--- src/rtl/sha1_pkg.sv ---
// Shared types and constants for the SHA-1 message padder.
package sha1_pkg;

   localparam int unsigned SHA1_BLOCK_WORDS = 16;
   localparam logic [7:0]  SHA1_PAD_MARKER  = 8'h80;

   typedef enum logic [1:0] {
      StIdle,
      StRun,
      StFin
   } pad_state_e;

   typedef enum logic [2:0] {
      KindData,
      KindPartial,
      KindMarker,
      KindZero,
      KindLenHi,
      KindLenLo
   } word_kind_e;

   // Reverse byte order of a 32-bit word (little-endian memory to big-endian stream).
   function automatic logic [31:0] byte_swap32(input logic [31:0] w);
      return {w[7:0], w[15:8], w[23:16], w[31:24]};
   endfunction

   // Keep the top `keep` bytes of w, place the marker right after them, zero the rest.
   function automatic logic [31:0] pad_partial(input logic [31:0] w, input logic [1:0] keep);
      logic [31:0] r;
      case (keep)
         2'd1:    r = {w[31:24], SHA1_PAD_MARKER, 16'h0000};
         2'd2:    r = {w[31:16], SHA1_PAD_MARKER, 8'h00};
         2'd3:    r = {w[31:8], SHA1_PAD_MARKER};
         default: r = {SHA1_PAD_MARKER, 24'h000000};
      endcase
      return r;
   endfunction

endpackage

--- src/rtl/sha1_pad_fifo.sv ---
// Small synchronous FIFO holding padded words plus their block/message-last flags.
module sha1_pad_fifo #(
   parameter int unsigned Depth = 2,
   parameter int unsigned Width = 34
) (
   input  logic                           clk_i,
   input  logic                           reset_i,
   input  logic                           push_i,
   input  logic [Width-1:0]               wdata_i,
   input  logic                           pop_i,
   output logic [Width-1:0]               rdata_o,
   output logic                           empty_o,
   output logic [$clog2(Depth+1)-1:0]     count_o
);

   localparam int unsigned PtrW = (Depth > 1) ? $clog2(Depth) : 1;
   localparam int unsigned CntW = $clog2(Depth + 1);

   logic [Width-1:0] mem_q [Depth];
   logic [PtrW-1:0]  wr_ptr_q, rd_ptr_q;
   logic [CntW-1:0]  count_q;
   logic             do_push, do_pop;

   assign do_push = push_i && (count_q != CntW'(Depth));
   assign do_pop  = pop_i && (count_q != '0);

   // Storage array; written only on an accepted push.
   always_ff @(posedge clk_i) begin
      if (do_push) begin
         mem_q[wr_ptr_q] <= wdata_i;
      end
   end

   // Pointer and occupancy bookkeeping with wrap at Depth-1.
   always_ff @(posedge clk_i) begin
      if (reset_i) begin
         wr_ptr_q <= '0;
         rd_ptr_q <= '0;
         count_q  <= '0;
      end else begin
         if (do_push) begin
            wr_ptr_q <= (wr_ptr_q == PtrW'(Depth - 1)) ? '0 : wr_ptr_q + 1'b1;
         end
         if (do_pop) begin
            rd_ptr_q <= (rd_ptr_q == PtrW'(Depth - 1)) ? '0 : rd_ptr_q + 1'b1;
         end
         case ({do_push, do_pop})
            2'b10:   count_q <= count_q + 1'b1;
            2'b01:   count_q <= count_q - 1'b1;
            default: count_q <= count_q;
         endcase
      end
   end

   assign rdata_o = mem_q[rd_ptr_q];
   assign empty_o = (count_q == '0);
   assign count_o = count_q;

endmodule

--- src/rtl/sha1_msg_padder.sv ---
// SHA-1 message padder: reads message bytes from the DPSRAM read port, appends the 0x80 marker,
// zero fill and 64-bit bit length, and streams 16 big-endian words per block.
// Optional build macro SHA1_PAD_BYTE_SWAP_EN: memory words are little-endian and are byte-reversed
// before masking (padding and length words are never swapped).
module sha1_msg_padder
   import sha1_pkg::*;
#(
   parameter int unsigned ADDR_W    = 16,
   parameter int unsigned BUF_DEPTH = 2
) (
   input  logic              clk,
   input  logic              reset,
   input  logic              start,
   input  logic [31:0]       message_addr,
   input  logic [31:0]       message_size,
   output logic              busy,
   output logic              done,
   output logic              port_A_clk,
   output logic [ADDR_W-1:0] port_A_addr,
   output logic              port_A_we,
   output logic [31:0]       port_A_data_in,
   input  logic [31:0]       port_A_data_out,
   output logic              w_valid,
   input  logic              w_ready,
   output logic [31:0]       w_data,
   output logic              w_blk_last,
   output logic              w_msg_last
);

   localparam int unsigned CntW = $clog2(BUF_DEPTH + 1);

   pad_state_e        state_q;
   logic              busy_q, done_q;
   logic [31:0]       g_q, size_q;
   logic [ADDR_W-1:0] base_q;

   // Current generator slot; in IDLE the start cycle already issues word 0 from the inputs.
   logic              idle_start;
   logic [31:0]       cur_size, cur_g, cur_o, nblk, total;
   logic [ADDR_W-1:0] cur_base;
   word_kind_e        kind;
   logic [31:0]       pre_word;
   logic [1:0]        keep;
   logic              is_read, gen_req, gen_ok, gen_fire;
   logic [31:0]       occupancy;

   // One-cycle read pipeline stage: every slot passes through it so ordering is trivial.
   logic              pend_valid_q;
   word_kind_e        pend_kind_q;
   logic [1:0]        pend_keep_q;
   logic [31:0]       pend_word_q;
   logic              pend_blk_last_q, pend_msg_last_q;

   logic [31:0]       rd_word, push_word;
   logic [33:0]       fifo_rdata;
   logic              fifo_empty, pop;
   logic [CntW-1:0]   fifo_count;

   logic              unused_addr_bits;
   assign unused_addr_bits = ^message_addr[31:ADDR_W];

   assign idle_start = (state_q == StIdle) && start;
   assign cur_size   = (state_q == StIdle) ? message_size : size_q;
   assign cur_base   = (state_q == StIdle) ? message_addr[ADDR_W-1:0] : base_q;
   assign cur_g      = (state_q == StIdle) ? 32'd0 : g_q;
   assign cur_o      = cur_g << 2;
   assign nblk       = 32'(({1'b0, cur_size} + 33'd8) >> 6) + 32'd1;
   assign total      = nblk << 4;

   // Classify the current word and precompute everything that does not need memory data.
   always_comb begin
      kind     = KindZero;
      pre_word = 32'h0;
      if (cur_g == total - 32'd1) begin
         kind     = KindLenLo;
         pre_word = {cur_size[28:0], 3'b000};
      end else if (cur_g == total - 32'd2) begin
         kind     = KindLenHi;
         pre_word = {29'b0, cur_size[31:29]};
      end else if (({1'b0, cur_o} + 33'd4) <= {1'b0, cur_size}) begin
         kind = KindData;
      end else if (cur_o < cur_size) begin
         kind = KindPartial;
      end else if (cur_o == cur_size) begin
         kind     = KindMarker;
         pre_word = {SHA1_PAD_MARKER, 24'h000000};
      end
   end

   assign keep    = 2'(cur_size - cur_o);
   assign is_read = (kind == KindData) || (kind == KindPartial);
   assign gen_req = idle_start || ((state_q == StRun) && (g_q < total));

   // Words already buffered plus the one in the read stage, minus the one leaving this cycle.
   assign pop       = w_valid && w_ready;
   assign occupancy = 32'(fifo_count) + {31'b0, pend_valid_q} - {31'b0, pop};
   assign gen_ok    = occupancy < BUF_DEPTH;
   assign gen_fire  = gen_req && gen_ok && !reset;

   assign port_A_clk     = clk;
   assign port_A_we      = 1'b0;
   assign port_A_data_in = 32'h0;
   assign port_A_addr    = (gen_fire && is_read) ? (cur_base + cur_o[ADDR_W-1:0]) : '0;

   // Read stage: remember how to finish the word when its memory data returns.
   always_ff @(posedge clk) begin
      if (reset) begin
         pend_valid_q    <= 1'b0;
         pend_kind_q     <= KindZero;
         pend_keep_q     <= 2'd0;
         pend_word_q     <= 32'h0;
         pend_blk_last_q <= 1'b0;
         pend_msg_last_q <= 1'b0;
      end else begin
         pend_valid_q <= gen_fire;
         if (gen_fire) begin
            pend_kind_q     <= kind;
            pend_keep_q     <= keep;
            pend_word_q     <= pre_word;
            pend_blk_last_q <= (cur_g[3:0] == 4'(SHA1_BLOCK_WORDS - 1));
            pend_msg_last_q <= (cur_g == total - 32'd1);
         end
      end
   end

`ifdef SHA1_PAD_BYTE_SWAP_EN
   assign rd_word = byte_swap32(port_A_data_out);
`else
   assign rd_word = port_A_data_out;
`endif

   // Finish the word from returning memory data or the precomputed padding value.
   always_comb begin
      push_word = pend_word_q;
      case (pend_kind_q)
         KindData:    push_word = rd_word;
         KindPartial: push_word = pad_partial(rd_word, pend_keep_q);
         default:     push_word = pend_word_q;
      endcase
   end

   sha1_pad_fifo #(
      .Depth (BUF_DEPTH),
      .Width (34)
   ) u_fifo (
      .clk_i   (clk),
      .reset_i (reset),
      .push_i  (pend_valid_q),
      .wdata_i ({push_word, pend_blk_last_q, pend_msg_last_q}),
      .pop_i   (pop),
      .rdata_o (fifo_rdata),
      .empty_o (fifo_empty),
      .count_o (fifo_count)
   );

   assign w_valid    = !fifo_empty;
   assign w_data     = fifo_rdata[33:2];
   assign w_blk_last = fifo_rdata[1];
   assign w_msg_last = fifo_rdata[0];

   // Control FSM with slot counter and registered busy/done.
   always_ff @(posedge clk) begin
      if (reset) begin
         state_q <= StIdle;
         busy_q  <= 1'b0;
         done_q  <= 1'b0;
         g_q     <= 32'd0;
         size_q  <= 32'd0;
         base_q  <= '0;
      end else begin
         case (state_q)
            StIdle: begin
               done_q <= 1'b0;
               if (start) begin
                  state_q <= StRun;
                  busy_q  <= 1'b1;
                  size_q  <= message_size;
                  base_q  <= message_addr[ADDR_W-1:0];
                  g_q     <= gen_fire ? 32'd1 : 32'd0;
               end
            end
            StRun: begin
               if (gen_fire) begin
                  g_q <= g_q + 32'd1;
               end
               if (pop && w_msg_last) begin
                  state_q <= StFin;
                  busy_q  <= 1'b0;
                  done_q  <= 1'b1;
               end
            end
            StFin: begin
               done_q  <= 1'b0;
               g_q     <= 32'd0;
               state_q <= StIdle;
            end
            default: begin
               state_q <= StIdle;
               busy_q  <= 1'b0;
               done_q  <= 1'b0;
            end
         endcase
      end
   end

   assign busy = busy_q;
   assign done = done_q;

endmodule

--- config.mk ---
export PLATFORM = sky130hd
export DESIGN_NAME = sha1_msg_padder
export DESIGN_NICKNAME = d
export VERILOG_FILES = /design/src/rtl/sha1_pkg.sv /design/src/rtl/sha1_pad_fifo.sv /design/src/rtl/sha1_msg_padder.sv
export SDC_FILE = /design/constraint.sdc
export NUM_CORES = 1
export LEC_CHECK = 0
export CELL_PAD_IN_SITES_DETAIL_PLACEMENT = 0
export CELL_PAD_IN_SITES_GLOBAL_PLACEMENT = 2
export CORE_UTILIZATION = 25
export CTS_CLUSTER_DIAMETER = 200
export CTS_CLUSTER_SIZE = 30
export DETAILED_ROUTE_END_ITERATION = 8
export PLACE_DENSITY_LB_ADDON = 0.1
export SYNTH_ARGS = -nofsm -noshare
export SYNTH_HDL_FRONTEND = slang
export SYNTH_SLANG_ARGS = --single-unit
--- constraint.sdc ---
create_clock -name clk -period 13.9 [get_ports clk]
set_input_delay 1.39 -clock clk [delete_from_list [all_inputs] [get_ports clk]]
set_output_delay 1.39 -clock clk [all_outputs]
set_load 0.03 [all_outputs]
==> metrics.md <==
| Metric | Value |
|---|---|
| Largest family of logic cells by synthesized area | `simple AND/OR/NAND/NOR gates` |
| Fillcell total | `6134` |
| Instance area at placement | `about 17000 um2` |
| Area delta synth->final | `18.5%` |
| Finished Core Util | `0.300` |
| Tightest Hold Check Type | `reg -> reg` |
| Die height | `246 um` |
| Ports | `187` |
| Switching Share | `0.412` |
| Drt total wl | `just over 50000 um` |
| R2R depth | `30` |
| Port bufs | `137` |
| Non-filler instance count after layout | `2613` |
| Synth Register Bits | `around 200` |
| CTS tree | `built` |
| MaxCap Viol Count | `0` |
| Startpoint types | `primary input` |
| Fin crit period | `roughly 10 ns` |
| Mean Syn Cell Area | `8.64 um2` |
| Highest-count cells in the layout ignoring fill and taps | `218 x nand2_1, 136 x clkdlybuf4s50_1, 129 x dfxtp_1, 126 x nor2_1, 114 x a21oi_1` |
| GP Congestion | `0.840` |
| Period utilisation layout | `0.722` |
| Via/cell ratio | `4.79` |
| Arr. time, crit path | `8.64 ns` |
| Asr flop ratio synth | `0` |
| Hold Path Origin | `pend_kind_q[2]$_SDFFE_PP0P_` |
| Leak | `6.74 nW` |
| Via count of the first global-routing pass | `12.3k` |
| Net count, final | `~2k` |
| Post-Syn Area | `14900 um2` |
| Hold Path Sink | `pend_kind_q[2]$_SDFFE_PP0P_` |
| Initial Utilization | `0.253` |
| Synth Area in Simple Gates | `0.222` |
| Drt pass-1 iters | `4` |
| Run status | `completed` |
| EDFF count, synth | `68` |
| Power Dens Cells | `128 nW/um2` |
| Hold Path Stages | `2` |
| Clock Power Share | `0.265` |
| Worst skew pair latency | `just over 0.6 ns` |
| Core box area | `~59000 um2` |
| Cell-internal power | `1.33 mW` |
| Initial antenna violation count | `0` |
| Vias | `12.5k` |
| Min setup slack post-route | `3.87 ns` |
| Post-Synthesis Cells | `1723` |
| Post-CTS Hold Buffers | `0` |
| CP Class | `in -> out` |
| XOR/XNOR Fraction of Synth Area | `0.0746` |
| Worst-margin pin slew | `1.08 ns` |
| Cell Count Post-Placement | `between 2k and 3k` |
| GRT Overall Usage | `0.173` |
| End of the worst register-to-register path | `g_q[28]$_SDFFE_PP0P_` |
| Cell area after layout | `17600 um2` |
| Share of layout cells above drive strength 1 | `0.0996` |
| Post-detail-place hpwl | `between 40000 and 50000 um` |
| Reg-to-reg startpoint | `state_q[0]$_SDFFE_PP0P_` |
| Net Switching | `0.931 mW` |
| Die X | `246 um` |
| Combinational power share | `0.423` |
| Die footprint | `60500 um2` |
| Post-Synth Adder-Cell Area | `0.0981` |
| Routed WL per cell | `19.7 um` |
| CTS-repair resized insts | `0` |
| Rel. slew slack | `0.278` |
| Number of library cell types mapped by synthesis | `99` |
| Worst-path clk slew | `0.08 ns` |
| Final Max Slew Viols | `0` |
| WP data required | `12.51 ns` |
| Most used DFF post-synth | `dfxtp_1` |
| Antenna Nets Post-Route | `0` |
| Final setup violation count | `0` |
| # rows | `89` |
| Largest net degree at the start of global routing | `57` |
| First-pass GRT wire length | `77700 um` |
| Share of power burned in registers | `0.312` |
| Synth Warn # | `0` |
| Seq/Total Area, Yosys | `0.311` |
| Drc violations | `0` |
| Setup TNS | `0 ns` |
| Post-synthesis mux area share | `0.0723` |
| Initial drt markers | `slightly below 600` |
| CP max FO | `17` |
| CP Capture Type | `primary output` |
| Worst slack at placement | `3.80 ns` |
| Fmax | `99.7 MHz` |
| Worst reg2reg setup slack | `around 6 ns` |
| Fin. Hold Viols | `0` |
| Worst IR drop on VDD | `0.0884 mV` |
| Post-CTS setup repair buffer count | `0` |
| Commonest non-fill, non-tap cell in the layout | `nand2_1` |
| Grt total ovfl | `0` |
| RSZ-0062 raised after global routing | `false` |
| Compound-Gate Fraction of Synth Area | `0.164` |
| Clock Skew | `0.0182 ns` |
kinds of logic after synthesis:
logic type               after synthesis
AO/OA/AOI/OAI                        366
XOR/XNOR                             121
AND/OR/NAND/NOR                      651
adder cells (fa/ha/maj)              116
buffers and inverters                173
multiplexers                          97
flip-flops                           197
other                                  2
power groups by stage:
stage / logic, mW / clock network [mW] / registers, mW
floorplan: 0.631 / 0.0108 / 0.711
global placement: 0.967 / 0.0120 / 0.718
detailed placement: 0.970 / 0.0120 / 0.720
CTS: 0.974 / 0.625 / 0.707
global route: 1.04 / 0.648 / 0.715
finish: 0.957 / 0.598 / 0.706
state kept, by name, summed over array words and instances, names as in the netlist, named ones only:
name,count
pend_kind_q,3
u_fifo.count_o,2
state_q,2
u_fifo.wr_ptr_q,1
busy,1
pend_keep_q,2
done,1
base_q,16
g_q,32
pend_valid_q,1
u_fifo.rd_ptr_q,1
pend_msg_last_q,1
pend_blk_last_q,1
u_fifo.mem_q,68
size_q,32
pend_word_q,32
critical path, cell delays in order:
cell	delay [ns]
clkdlybuf4s50_1	0.52
mux2i_1	0.65
a211oi_2	0.09
buf_4	0.22
nor2_1	0.28
ha_1	0.23
inv_1	0.06
nor3_2	0.19
mux2i_1	0.22
nor3_2	0.42
nand2_1	0.22
or4_4	0.58
xor2_1	0.42
ha_1	0.34
a21o_1	0.16
a21o_1	0.17
a21o_1	0.16
a21oi_1	0.14
nor2b_1	0.06
o21ai_0	0.16
a31o_2	0.19
o211ai_1	0.08
buf_4	0.27
nor2_1	0.14
o21ai_2	0.23
nor3_1	0.29
clkdlybuf4s50_1	0.72
per-stage QoR:
stage / hold slack, ns / total power [mW]
2_1_floorplan: 0.425 / 1.35
3_3_place_gp: 0.436 / 1.70
3_5_place_dp: 0.441 / 1.70
4_1_cts: 0.454 / 2.31
5_1_grt: 0.469 / 2.41
6_report: 0.452 / 2.26
routing by layer:
metal  share of wire  wire length (um)  global-route usage
met1            0.49             25400               0.238
met2            0.45             23200               0.270
met3           0.034              1750              0.0327
met4           0.023              1210              0.0561
met5               0                 0                   0
area by class of cell:
| cell class | instances | area [um2] | share of cell area |
|---|---|---|---|
| antenna | 2 | 5.00 | 0.000284 |
| clock inverter | 13 | 174 | 0.00986 |
| multi-input combinational | 1385 | 9590 | 0.543 |
| inverter | 62 | 238 | 0.0135 |
| sequential | 197 | 4620 | 0.262 |
| tap | 773 | 967 | 0.0548 |
| timing repair buffer | 158 | 1520 | 0.0862 |
| clock buffer | 23 | 528 | 0.0299 |
synthesized netlist by cell type, drive strengths merged, types with 4 or more instances:
library cell	instances	area share
nand2	219	0.055
dfxtp	129	0.17
nor2	129	0.033
a21oi	116	0.039
ha	112	0.094
o21ai	86	0.032
xnor2	85	0.051
edfxtp	68	0.14
inv	61	0.016
mux2	61	0.047
clkbuf	57	0.014
buf	54	0.027
nand3	53	0.018
nor3	39	0.014
nor2b	37	0.016
mux2i	36	0.025
nand2b	36	0.015
a21o	35	0.018
nand4	35	0.017
xor2	34	0.021
a22o	23	0.014
nor4	19	0.011
or3	19	0.0080
a211oi	15	0.0094
and3	13	0.0055
o211ai	12	0.0067
and2	11	0.0046
a31oi	10	0.0056
or2	8	0.0034
a2111oi	7	0.0045
a211o	7	0.0041
o21a	7	0.0035
and4	6	0.0035
nand3b	6	0.0030
nand4b	6	0.0064
and4b	5	0.0034
a21boi	4	0.0020
a22oi	4	0.0020
o2111ai	4	0.0028
o21bai	4	0.0020
o22ai	4	0.0017
o31a	4	0.0024
o31ai	4	0.0020
worst max path at each step:
stage | cells after the start | start | slack, ns | endpoint
finish | 27 | message_size[7] | 3.87 | port_A_addr[4]
global route | 27 | message_size[7] | 3.32 | port_A_addr[8]
CTS | 27 | message_size[7] | 3.77 | port_A_addr[8]
detailed placement | 27 | message_size[7] | 3.80 | port_A_addr[4]
global placement | 27 | message_size[7] | 3.84 | port_A_addr[4]
floorplan | 1 | clk | 5.42 | port_A_clk
Power figures use the tool's default switching activity.
